File: src/rtl/mem_arbiter.sv
// mem_arbiter: round-robin arbiter giving the I-cache and D-cache fill paths one line-sized
// memory transaction at a time. Define MEM_ARB_TIMEOUT_EN to add the WAIT watchdog.
module mem_arbiter #(
    parameter int ADDR_W = 32,
    parameter int LINE_W = 128
`ifdef MEM_ARB_TIMEOUT_EN
    ,
    parameter int TIMEOUT_CYCLES = 64
`endif
) (
    input  logic              clk,
    input  logic              reset,
    input  logic              ic_req_valid,
    input  logic [ADDR_W-1:0] ic_req_addr,
    output logic              ic_resp_valid,
    output logic [LINE_W-1:0] ic_resp_data,
    input  logic              dc_req_valid,
    input  logic              dc_req_write,
    input  logic [ADDR_W-1:0] dc_req_addr,
    input  logic [LINE_W-1:0] dc_req_data,
    output logic              dc_resp_valid,
    output logic [LINE_W-1:0] dc_resp_data,
    output logic              resp_err,
    output logic              mem_req_valid,
    output logic              mem_req_write,
    output logic [ADDR_W-1:0] mem_req_addr,
    output logic [LINE_W-1:0] mem_req_data,
    input  logic              mem_resp_valid,
    input  logic [LINE_W-1:0] mem_resp_data
);
    typedef enum logic [1:0] {IDLE, ISSUE, WAIT, RESP} state_t;
    state_t state, state_nx;
    logic last_d, owner_d, wr, grant_d, any_req, resp_hit, tmo, done;
    logic [ADDR_W-1:0] addr;
    logic [LINE_W-1:0] wdata, line;

    assign any_req  = ic_req_valid || dc_req_valid;
    // D wins when alone, or on a conflict when I held the last grant
    assign grant_d  = dc_req_valid && (!ic_req_valid || !last_d);
    assign resp_hit = mem_resp_valid && (state == ISSUE || state == WAIT);
    assign done     = resp_hit || tmo;
    assign line     = (resp_hit && !wr) ? mem_resp_data : '0;

    assign mem_req_valid = state == ISSUE;
    assign mem_req_write = wr;
    assign mem_req_addr  = addr;
    assign mem_req_data  = wdata;
    assign ic_resp_valid = state == RESP && !owner_d;
    assign dc_resp_valid = state == RESP && owner_d;

    always_comb begin
        state_nx = state;
        case (state)
            IDLE:    state_nx = any_req ? ISSUE : IDLE;
            ISSUE:   state_nx = resp_hit ? RESP : WAIT;
            WAIT:    state_nx = done ? RESP : WAIT;
            default: state_nx = IDLE;
        endcase
    end

    always_ff @(posedge clk) begin
        if (reset) begin
            state        <= IDLE;
            last_d       <= 1'b0;
            owner_d      <= 1'b0;
            wr           <= 1'b0;
            addr         <= '0;
            wdata        <= '0;
            ic_resp_data <= '0;
            dc_resp_data <= '0;
        end else begin
            state <= state_nx;
            if (state == IDLE && any_req) begin
                owner_d <= grant_d;
                wr      <= grant_d && dc_req_write;
                addr    <= (grant_d ? dc_req_addr : ic_req_addr) & ~ADDR_W'(15);
                wdata   <= (grant_d && dc_req_write) ? dc_req_data : '0;
            end
            if (state == RESP) last_d <= owner_d;
            if (done && owner_d) dc_resp_data <= line;
            if (done && !owner_d) ic_resp_data <= line;
        end
    end

`ifdef MEM_ARB_TIMEOUT_EN
    localparam int TW = $clog2(TIMEOUT_CYCLES + 1);
    logic [TW-1:0] timer;
    logic err;
    assign tmo      = state == WAIT && !mem_resp_valid && timer == TW'(TIMEOUT_CYCLES - 1);
    assign resp_err = state == RESP && err;

    always_ff @(posedge clk) begin
        if (reset) begin
            timer <= '0;
            err   <= 1'b0;
        end else begin
            timer <= state == WAIT ? timer + 1'b1 : '0;
            if (state == ISSUE || state == WAIT) err <= tmo;
        end
    end
`else
    assign tmo      = 1'b0;
    assign resp_err = 1'b0;
`endif
endmodule

File: config.mk
export PLATFORM = sky130hd
export DESIGN_NAME = mem_arbiter
export DESIGN_NICKNAME = d
export VERILOG_FILES = /design/src/rtl/mem_arbiter.sv
export SDC_FILE = /design/constraint.sdc
export NUM_CORES = 1
export LEC_CHECK = 0
export ABC_AREA = 1
export CORE_AREA = 2 2 294 296
export CTS_CLUSTER_DIAMETER = 50
export DETAILED_ROUTE_END_ITERATION = 6
export DIE_AREA = 0 0 296 298
export PLACE_DENSITY = 0.42
export SYNTH_ARGS = -nofsm -noshare
export SYNTH_HDL_FRONTEND = slang
export SYNTH_SLANG_ARGS = --single-unit
export TNS_END_PERCENT = 10
File: constraint.sdc
create_clock -name clk -period 3 [get_ports clk]
set_input_delay 0.45 -clock clk [delete_from_list [all_inputs] [get_ports clk]]
set_output_delay 0.45 -clock clk [all_outputs]
set_load 0.01 [all_outputs]
==> run metrics <==
status completed; sequential share of the synthesized area about half; final period utilization around 82%; Power, Total between 20 and 25 mW; crit-path max FO 4; RSZ-0062 raised after global routing false; WP data required roughly 2.6 ns; core box area about 85000 um2; Syn. warnings 0; CP arrival ~2.0 ns; leak pwr around 11 nW; Post-synth EDFFs 0; Clock Pin Slew Worst Setup and Hold Paths roughly 0.050 ns; WL/cell approximately 17 um; clk_skew 0.0291 ns; Worst Hold Slack 0.247 ns; Initial Util between 10% and 20%; H-tree levels 3; Placement Cell Area around 25000 um2; total track usage approximately 16%; min-delay worst type in2reg; Synth area leader dfxtp_1; # IOs 747; Longest Clk Path Bufs 3; pin count of the biggest net entering global routing approximately 130; Slew Limit Headroom just under 40%; DRC violations left 0; pre-CTS worst setup slack 0.671 ns; fin cells ~4300; Synth Register Bits approximately 420; top-area cell type share of the netlist area between 50% and 60%; DP Wirelength 51.1 mm; Multi-input gate area approximately 6300 um2; max-slew violations 0; fillers between 9000 and 10000; grt ovf 0; Cell variety after synth 20; number of setup buffers added after CTS 0; crit path kind reg2out; routed vias about 17000; first-pass GRT wire length around 110 mm; Final #Nets around 3400; gpl congestion 0.807; port buffer count 733; die area approximately 88000 um2; die width approximately 300 um; Die H between 200 and 300 um; Setup-failing EPs final 0; dominant cell by count in the synthesized netlist nor2_1; TritonCTS clock tree built; Sink Count approximately 420; average size of a mapped cell between 7 and 8 um2; peak supply drop 0.511 mV; Slew @ Worst Pin roughly 0.91 ns; register area between 8000 and 9000 um2; antenna-violating nets left 0; top area cells in the synthesized netlist dfxtp_1 (50%), nor2_1 (14%), a21oi_1 (7.8%); initial antenna violation count 10; Max Cap Viol 0; crit path launch type flip-flop; final instance area roughly 28000 um2; worst skew pair latency 0.61 ns; ys async rst share 0%; share of cells above drive strength 1 6.06%; CTS Buf Count 75; Post-CTS Hold Fix Bufs 0; router iterations before antenna repair 5; Synth Cell Area around 17000 um2; Final Util between 30 and 40%; vias in the first global route about 17000; P&R area growth vs syn 67.6%; Cells after Synth between 2000 and 2500; ys flop type dfxtp_1; final setup margin about 0.55 ns; Fin. Hold Viols 0; CTS Root Cell clkbuf_16; Via-to-Cell Ratio between 3 and 4; synth cell count leaders nor2_1 (599), dfxtp_1 (417), nand2_1 (320); Setup crit end kind primary output; DP Cell Count approximately 4100; Initial DRC Count a little over 700; fmax 409 MHz; Rows about 110; Post-CTS Resized 0; setup_tns 0 ns; DRT Wirelength 72.2 mm; min cycle time layout ~2.4 ns; pwr/cell area roughly 770 nW/um2
[registers in the layout (all words and copies together) (netlist names)]
| register | cells |
|---|---|
| dc_resp_data | 128 |
| ic_resp_data | 128 |
| last_d | 1 |
| mem_req_addr | 28 |
| mem_req_data | 128 |
| mem_req_write | 1 |
| owner_d | 1 |
| state | 2 |
[final cells by class]
type / instances / share of cell area, %
clock buffer: 93 / 7.41
antenna: 7 / 0.0628
timing repair buffer: 781 / 28.3
clock inverter: 44 / 2.62
multi-input combinational: 1475 / 22.5
sequential: 417 / 30.0
tap: 1144 / 5.14
inverter: 293 / 3.97
[final timing paths]
path                                                    from                        endpoint  slack, ns  cells after the start
worst max-delay path                     state[0]$_SDFF_PP0_                   ic_resp_valid       0.55                      4
worst min-delay path                                   reset  mem_req_data[127]$_SDFFE_PP0P_       0.25                      2
worst max register to register           state[0]$_SDFF_PP0_   ic_resp_data[49]$_SDFFE_PP0P_       0.87                      8
worst min register to register  ic_resp_data[9]$_SDFFE_PP0P_    ic_resp_data[9]$_SDFFE_PP0P_       0.46                      2
[logic make-up (layout without fill, tap and decap cells)]
family,after synthesis,after routing,share of synthesized area (%)
fa+ha+maj,3,3,0.226
flops,417,417,50.2
buf+inv,469,1211,12.3
compound gates,289,289,8.73
simple gates,1178,1178,28.6
other cells,1,12,0.0225
[power by group]
group          total [mW]  switching, mW  leakage [nW]  internal [mW]
registers            6.56          0.356          3.39           6.21
logic                5.40           3.08          5.88           2.32
clock network        9.39           3.23          1.34           6.16
[cells in the final DEF, fill, tap and decap left out]
cell type,count
clkbuf_1,6
nand2_2,1
clkinv_4,2
o21ai_0,29
dfxtp_4,1
conb_1,5
nand2_1,317
a21oi_1,258
ha_1,3
buf_4,33
clkinv_2,9
o21ai_2,1
nor2_1,599
inv_16,2
buf_12,15
clkinvlp_4,9
inv_1,291
clkdlybuf4s50_1,732
clkinv_8,1
clkbuf_16,75
dfxtp_1,416
clkbuf_8,12
nor2_4,1
inv_6,4
a211oi_1,1
nand3_1,257
buf_8,1
bufinv_16,14
clkinv_16,3
nand2_4,2
nand4_1,1
diode_2,7
inv_4,2
[critical path, cell delays in order (launching register included)]
cell	delay [ns]
dfxtp_1	0.36
ha_1	0.25
inv_1	0.05
nor2_1	0.14
clkdlybuf4s50_1	0.59
[layer usage]
layer / share of wire [%] / global-route usage (%) / wire length, um
met5: 0.037 / 0 / 27
met4: 3.3 / 6.02 / 2350
met3: 8.6 / 5.59 / 6180
met2: 50 / 27.6 / 35800
met1: 39 / 17.3 / 27800
Note: power is estimated with default switching activity, not from simulation.
